$ cat src/rtl/wb_arbiter.sv
// Writeback arbiter: four single-entry completion slots (ALU0-2, LSU) drained onto two ports.
// Round-robin by default; define WB_ARB_FIXED_PRIO_EN for fixed priority (slot 0 highest).
module wb_arbiter #(
    parameter int PC_W   = 32,
    parameter int DATA_W = 32,
    parameter int PREG_W = 6
) (
    input  logic              clk,
    input  logic              rst,
    input  logic              flush,
    input  logic              out_stall,
    input  logic              in_valid_0,
    input  logic              in_valid_1,
    input  logic              in_valid_2,
    input  logic              in_valid_3,
    input  logic [PC_W-1:0]   in_pc_0,
    input  logic [PC_W-1:0]   in_pc_1,
    input  logic [PC_W-1:0]   in_pc_2,
    input  logic [PC_W-1:0]   in_pc_3,
    input  logic [PREG_W-1:0] in_preg_0,
    input  logic [PREG_W-1:0] in_preg_1,
    input  logic [PREG_W-1:0] in_preg_2,
    input  logic [PREG_W-1:0] in_preg_3,
    input  logic [DATA_W-1:0] in_data_0,
    input  logic [DATA_W-1:0] in_data_1,
    input  logic [DATA_W-1:0] in_data_2,
    input  logic [DATA_W-1:0] in_data_3,
    output logic              in_ready_0,
    output logic              in_ready_1,
    output logic              in_ready_2,
    output logic              in_ready_3,
    output logic              out_valid_0,
    output logic              out_valid_1,
    output logic [PC_W-1:0]   out_pc_0,
    output logic [PC_W-1:0]   out_pc_1,
    output logic [PREG_W-1:0] out_preg_0,
    output logic [PREG_W-1:0] out_preg_1,
    output logic [DATA_W-1:0] out_data_0,
    output logic [DATA_W-1:0] out_data_1
);

    logic [3:0]        in_v, in_rdy, grant, slot_v_q;
    logic [PC_W-1:0]   in_pc   [4];
    logic [PREG_W-1:0] in_preg [4];
    logic [DATA_W-1:0] in_data [4];
    logic [PC_W-1:0]   slot_pc_q   [4];
    logic [PREG_W-1:0] slot_preg_q [4];
    logic [DATA_W-1:0] slot_data_q [4];

    logic              g0_v, g1_v;
    logic [1:0]        g0_idx, g1_idx, scan_start;
    logic [1:0]        out_v_q;
    logic [PC_W-1:0]   out_pc_q   [2];
    logic [PREG_W-1:0] out_preg_q [2];
    logic [DATA_W-1:0] out_data_q [2];

    assign in_v    = {in_valid_3, in_valid_2, in_valid_1, in_valid_0};
    assign in_pc   = '{in_pc_0, in_pc_1, in_pc_2, in_pc_3};
    assign in_preg = '{in_preg_0, in_preg_1, in_preg_2, in_preg_3};
    assign in_data = '{in_data_0, in_data_1, in_data_2, in_data_3};

`ifdef WB_ARB_FIXED_PRIO_EN
    assign scan_start = 2'd0;
`else
    logic [1:0] rr_ptr_q;
    assign scan_start = rr_ptr_q;
`endif

    // Grants depend only on registered slot state, so in_ready never sees in_valid.
    always_comb begin
        g0_v   = 1'b0;
        g1_v   = 1'b0;
        g0_idx = 2'd0;
        g1_idx = 2'd0;
        grant  = 4'b0;
        if (!out_stall) begin
            for (int j = 0; j < 4; j++) begin
                if (slot_v_q[scan_start + j[1:0]]) begin
                    if (!g0_v) begin
                        g0_v   = 1'b1;
                        g0_idx = scan_start + j[1:0];
                    end else if (!g1_v) begin
                        g1_v   = 1'b1;
                        g1_idx = scan_start + j[1:0];
                    end
                end
            end
        end
        if (g0_v) grant[g0_idx] = 1'b1;
        if (g1_v) grant[g1_idx] = 1'b1;
    end

    assign in_rdy = ~slot_v_q | grant;

    always_ff @(posedge clk) begin
        if (rst || flush) begin
            slot_v_q <= 4'b0;
        end else begin
            for (int i = 0; i < 4; i++) begin
                if (in_v[i] && in_rdy[i]) slot_v_q[i] <= 1'b1;
                else if (grant[i])        slot_v_q[i] <= 1'b0;
            end
        end
    end

    always_ff @(posedge clk) begin
        for (int i = 0; i < 4; i++) begin
            if (in_v[i] && in_rdy[i]) begin
                slot_pc_q[i]   <= in_pc[i];
                slot_preg_q[i] <= in_preg[i];
                slot_data_q[i] <= in_data[i];
            end
        end
    end

    always_ff @(posedge clk) begin
        if (rst) begin
            out_v_q <= 2'b0;
            for (int k = 0; k < 2; k++) begin
                out_pc_q[k]   <= '0;
                out_preg_q[k] <= '0;
                out_data_q[k] <= '0;
            end
`ifndef WB_ARB_FIXED_PRIO_EN
            rr_ptr_q <= 2'd0;
`endif
        end else if (flush) begin
            out_v_q <= 2'b0;
`ifndef WB_ARB_FIXED_PRIO_EN
            rr_ptr_q <= 2'd0;
`endif
        end else begin
            out_v_q <= {g1_v, g0_v};
            if (g0_v) begin
                out_pc_q[0]   <= slot_pc_q[g0_idx];
                out_preg_q[0] <= slot_preg_q[g0_idx];
                out_data_q[0] <= slot_data_q[g0_idx];
            end
            if (g1_v) begin
                out_pc_q[1]   <= slot_pc_q[g1_idx];
                out_preg_q[1] <= slot_preg_q[g1_idx];
                out_data_q[1] <= slot_data_q[g1_idx];
            end
`ifndef WB_ARB_FIXED_PRIO_EN
            if (g0_v) rr_ptr_q <= (g1_v ? g1_idx : g0_idx) + 2'd1;
`endif
        end
    end

    assign {in_ready_3, in_ready_2, in_ready_1, in_ready_0} = in_rdy;
    assign out_valid_0 = out_v_q[0];
    assign out_valid_1 = out_v_q[1];
    assign out_pc_0    = out_pc_q[0];
    assign out_pc_1    = out_pc_q[1];
    assign out_preg_0  = out_preg_q[0];
    assign out_preg_1  = out_preg_q[1];
    assign out_data_0  = out_data_q[0];
    assign out_data_1  = out_data_q[1];

endmodule

$ cat config.mk
export PLATFORM = sky130hd
export DESIGN_NAME = wb_arbiter
export DESIGN_NICKNAME = d
export VERILOG_FILES = /design/src/rtl/wb_arbiter.sv
export SDC_FILE = /design/constraint.sdc
export NUM_CORES = 1
export LEC_CHECK = 0
export ABC_AREA = 1
export BUFFER_PORTS_ARGS = -buffer_cell sky130_fd_sc_hd__clkbuf_2
export CORE_MARGIN = 2
export CORE_UTILIZATION = 25
export CTS_CLUSTER_SIZE = 16
export DETAILED_ROUTE_END_ITERATION = 12
export SYNTH_ARGS = -nofsm -noshare
export SYNTH_HDL_FRONTEND = slang
export SYNTH_SLANG_ARGS = --single-unit
$ cat constraint.sdc
create_clock -name clk -period 9.2 [get_ports clk]
set_clock_uncertainty 0.1 [all_clocks]
set_input_delay 1.38 -clock clk [delete_from_list [all_inputs] [get_ports clk]]
set_output_delay 1.38 -clock clk [all_outputs]
set_load 0.1 [all_outputs]
# == After elaboration in Yosys (flattened, before gate mapping) ==
# Memories as Yosys holds them, arrays and structs flattened.
# Cells that the tools add are included.
# totals
output_inout_bits,146
n_memories,6
ff_bits,8
ramBits,420
input_bits,288
# mem_list
memory,depth,width,rd,rd_ports_with_merged_regs,write_ports,line_no,text
slot_data_q,4,32,2,0,4,48,logic [DATA_W-1:0] slot_data_q [4];
slot_pc_q,4,32,2,0,4,46,logic [PC_W-1:0] slot_pc_q [4];
out_data_q,2,32,2,0,2,55,logic [DATA_W-1:0] out_data_q [2];
out_pc_q,2,32,2,0,2,53,logic [PC_W-1:0] out_pc_q [2];
slot_preg_q,4,6,2,0,4,47,logic [PREG_W-1:0] slot_preg_q [4];
out_preg_q,2,6,2,0,2,54,logic [PREG_W-1:0] out_preg_q [2];
# classes
n_mux,83
bitwise_logic,9
reduce_logical,12
n_lt_le_gt_ge,8
n_addsub,4
# ops
op,count
$mux W32,4
$mux W1,50
$mux W2,19
$lt A2 B3 Y1 const B,6
$mux W6,2
$bmux W1 S2,4
$mux W4,2
$or A4 B4 Y4,2
$reduce_bool A2 Y1,4
$logic_and A1 B1 Y1,6
$or A1 B1 Y1,6
$add A2 B1 Y2 const B,2
$add A2 B2 Y2 const B,2
$demux W1 S2,2
$ge A2 B1 Y1 const B,2
$not A4 Y4,1
$reduce_or A2 Y1,1
$logic_or A1 B1 Y1,1

# == Depth between registers and ports, before layout ==
# depth
ltp_word,24
mapped_depth,19
depth_no_buf,17

# == Worst setup path after synthesis ==
# Ideal clock, no wire load.
# synth_path
kind,input to register
start,input port out_stall
end,memory out_data_q[1][0] (netlist: out_data_q[0][32]) (enable)
t_required_ns,8.505
path_stages,3
arrival_ns,6.614
n_path_buf,0
setup_time_ns,0.595
path_slack_ns,1.891
cell_sequence,clkinv_1 -> nand2_1 -> o21ai_0
# synth_lines
item,line_no,text
"start, declared",11,"input logic out_stall,"
"end, declared",55,

# == Worst setup path after layout ==
# layout_path
start,register rr_ptr_q[0]
end,output port in_ready_0
# layout_via
elab_chain_cells,21
word_cells_on_any_way,60
# layout_rtl
item,line_no,text
"start, declared",65,logic [1:0] rr_ptr_q;
"start signal, assigned",145,if (g0_v) rr_ptr_q <= (g1_v ? g1_idx : g0_idx) + 2'd1;
$bmux W1 S2,78,if (slot_v_q[scan_start + j[1:0]]) begin
$mux W1 (implied by the code),78,
$mux W1,78,
$mux W1,76,if (!out_stall) begin
$mux W1,79,if (!g0_v) begin
$mux W1,78,
$mux W1,76,
$mux W2 or $mux W1 (tied branches),"82, 79",
(+5 left out),--,
$mux W2,76,
$lt A2 B3 Y1 (implied by the code) or $ge A2 B1 Y1 (tied branches),90,if (g1_v) grant[g1_idx] = 1'b1;
$logic_and A1 B1 Y1 (implied by the code),90,
$mux W1 (implied by the code),90,
$demux W1 S2,90,
$or A4 B4 Y4 (no source line),--,
$mux W4 *,90,
$or A4 B4 Y4 *,93,assign in_rdy = ~slot_v_q | grant;
"end, declared",28,"output logic in_ready_0,"
# Mark *: on every way between the ends. The rest lies on a longest branch, timed or not. The select of a mux whose other input is x is not followed.

==> results.md <==
* Die ar. at about 0.08 mm2
* Setup bufs post-CTS at 0
* Clock latency on the worst-skew pair at just under 0.6 ns
* Crit-path slowest cell: buf_4
* Element type at the critical path end: output port
* Crit Reg-Reg Startpoint: rr_ptr_q[0]
* CP startpoint kind: flop
* RSZ-0062 raised after global routing: no
* Met1 track demand over resource at 0.1989
* Mapped Cells at 1808
* Initial core utilization at 0.2534
* CP cell instances: inv_2 -> nand2_1 -> nand2_1 -> nand2_1 -> nand2_2 -> nand2_1 -> nand2_1 -> nand2_1 -> nand4_1 -> nand3_4 -> buf_4 -> buf_4 -> nand3_1 -> nand3_1 -> clkbuf_2
* # DRC at 0
* Slew @ Worst Pin at roughly 1.1 ns
* Top cell by count, worst path: nand2_1
* Setup TNS at 0 ns
* Multi-input logic area at 0.004886 mm2
* Yosys cell types at 27
* Die X at about 280 um
* Required time of the critical path at between 7 and 8 ns
* GR peak layer: met2
* Maximum fanout along the worst path at 75
* Nets at between 2000 and 3000
* Min cycle time layout at 6.593 ns
* Leakage power at approximately 10 nW
* Synth warn at 0
* Delay-heaviest family, CP: buffers and inverters
* Cell Area, Synth at 0.01893 mm2
* Max Transition Viols Final at 0
* Dpl hpwl at between 40 and 50 mm
* Worst path bufs/invs at 4
* Total wire length at 62.37 mm
* CTS tree: built
* Hold depth at 2
* DRT Pass-1 Iters at 5
* Initial antenna violation count at 14
* DR vias/cell at 4.484
* Register Area at ~0.013 mm2
* Max-cap violations at 0
* Post-layout util at 0.3185
* Area added between synthesis and finish at 25.68%
* Tot Pwr at ~5.5 mW
* IO Count at between 400 and 500
* Outcome: finished, final reports clean
* Power density cells at ~230 mW/mm2
* Worst-case vdd ir drop at about 0.13 mV
* Rows at 100
* Reg2Reg Depth at 14
* Sink Count at between 400 and 500
* Final period util at 0.7166
* Filler cell count at roughly 7600
* First-pass GRT wire length at 90.02 mm
* GPL Wtd Cong at 0.8377
* Hold Path End: slot_v_q[1]
* WL/cell at between 15 and 20 um
* Flop-to-flop setup slack at about 3.9 ns
* Terminus of the critical flop-to-flop path: slot_pc_q[1][23]
* Synth Net Count at approximately 2100
* Final Setup Violations at 0
* CP max stage delay at 0.87 ns
* Worst-path clk slew at approximately 0.07 ns
* Hold Vio Cnt, Final at 0
* Met3 usage at 0.04117
* H-tree depth at 2
* Proportion of layout cells with a drive suffix above 1 at 0.2480
* Port Buffers at around 430
* Cts repair resizes at 0
* Largest net degree at the start of global routing at between 70 and 80
* Routing usage on met2 at 0.2577
* Total global-route track usage at 0.1549
* Core Area at 0.07470 mm2
* Gr ovfl total at 0
* CTS root buf: clkbuf_16
* Worst min-delay path startpoint: slot_v_q[1]
* Clk buf depth at 3
* Die outline height at roughly 280 um
* Hold Crit Class: reg -> reg
* Mean post-synth cell area at ~10 um2
* Slew HR at 0.2529
* Fmax at 151.7 MHz
* Flop and latch count out of synthesis at 428
* CTS buffer count at 50
* Cts hold-fix bufs at 0
* Sequential element share of the synthesized area at 0.6748
* Detail Route Antenna Nets at 0
* Via count of the first global-routing pass at about 14000
* CP Class: reg -> out
* Crit path arrival time at between 5 and 6 ns
* Routed vias at around 14000
* First-iteration detailed-routing DRC count at about 1100
==> metrics by stage <==
stage	setup WS, ns	hold slack (ns)	instance area (um2)	std cells
2_1_floorplan	1.891	0.5032	18930	1808
3_3_place_gp	3.254	0.4734	22080	3133
3_5_place_dp	3.176	0.5071	22080	3133
4_1_cts	2.500	0.5140	23780	3227
5_1_grt	2.181	0.5367	23790	3229
6_report	2.607	0.5070	23790	3230
==> cells in the mapped netlist (all sizes together) <==
cell    instances  area share
nand2         423       0.085
edfxtp        420        0.67
inv           237       0.047
nand3         168       0.046
nor2          153       0.031
o21ai         147       0.039
a21oi          76       0.020
nand3b         71       0.028
buf            59       0.018
clkbuf         36      0.0071
dfxtp           8      0.0085
a31oi           5      0.0017
clkinv          2     0.00040
ha              2      0.0013
nand4           1     0.00033
==> sequential cells by signal, summed over array words and instances (netlist names) <==
register     count
out_data_q      64
slot_v_q         4
slot_preg_q     24
out_preg_q      12
slot_pc_q      128
slot_data_q    128
out_v_q          2
rr_ptr_q         2
out_pc_q        64
==> metal layers <==
layer  share of wire  vias up
li1                -     6898
met1            0.42     6857
met2            0.47      600
met3           0.079      107
met4           0.023       20
met5          0.0022        -
==> placed cells by master, fill, tap and decap left out, types with 8 or more instances in the layout <==
| master | n |
|---|---|
| a21oi_1 | 76 |
| buf_4 | 18 |
| clkbuf_1 | 9 |
| clkbuf_16 | 51 |
| clkbuf_2 | 433 |
| clkinv_2 | 11 |
| dfxtp_1 | 8 |
| edfxtp_1 | 420 |
| inv_1 | 229 |
| nand2_1 | 416 |
| nand3_1 | 165 |
| nand3b_1 | 71 |
| nor2_1 | 149 |
| o21ai_0 | 69 |
| o21ai_1 | 75 |
==> worst max path at each step <==
| stage | cells past startpoint | slack (ns) | from | end |
|---|---|---|---|---|
| floorplan | 3 | 1.89 | out_stall | out_data_q[0][32] |
| global placement | 15 | 3.25 | rr_ptr_q[0] | in_ready_0 |
| detailed placement | 15 | 3.18 | rr_ptr_q[0] | in_ready_0 |
| CTS | 15 | 2.50 | rr_ptr_q[0] | in_ready_0 |
| global route | 15 | 2.18 | rr_ptr_q[0] | in_ready_0 |
| finish | 15 | 2.61 | rr_ptr_q[0] | in_ready_0 |
==> cells by family after synthesis <==
| group | synth area share |
|---|---|
| AOI/OAI and AO/OA | 0.06081 |
| DFF | 0.6748 |
| buffers and inverters | 0.07225 |
| adders and majority gates | 0.001322 |
| and+or+nand+nor | 0.1908 |
==> final cells by class <==
type	instances	share of cell area
Sequential cell	428	0.5369
Multi-Input combinational cell	1046	0.2054
Timing Repair Buffer	451	0.09678
Clock buffer	60	0.05507
Tap cell	969	0.05096
Inverter	239	0.03808
Clock inverter	34	0.01652
Antenna cell	3	0.0003156
==> power breakdown <==
group          leakage [nW]  switching (mW)  total [mW]  internal [mW]
sequential             4.24          0.0575        2.37           2.31
combinational          5.08           0.902        1.12          0.218
clock                 0.821           0.830        2.05           1.22
==> worst min-delay path: cells and delay by family (launching register included) <==
family / cells / cell delay (ns)
flops: 1 / 0.35
compound gates: 1 / 0.07
simple gates: 1 / 0.13
Power figures use the tool's default switching activity.
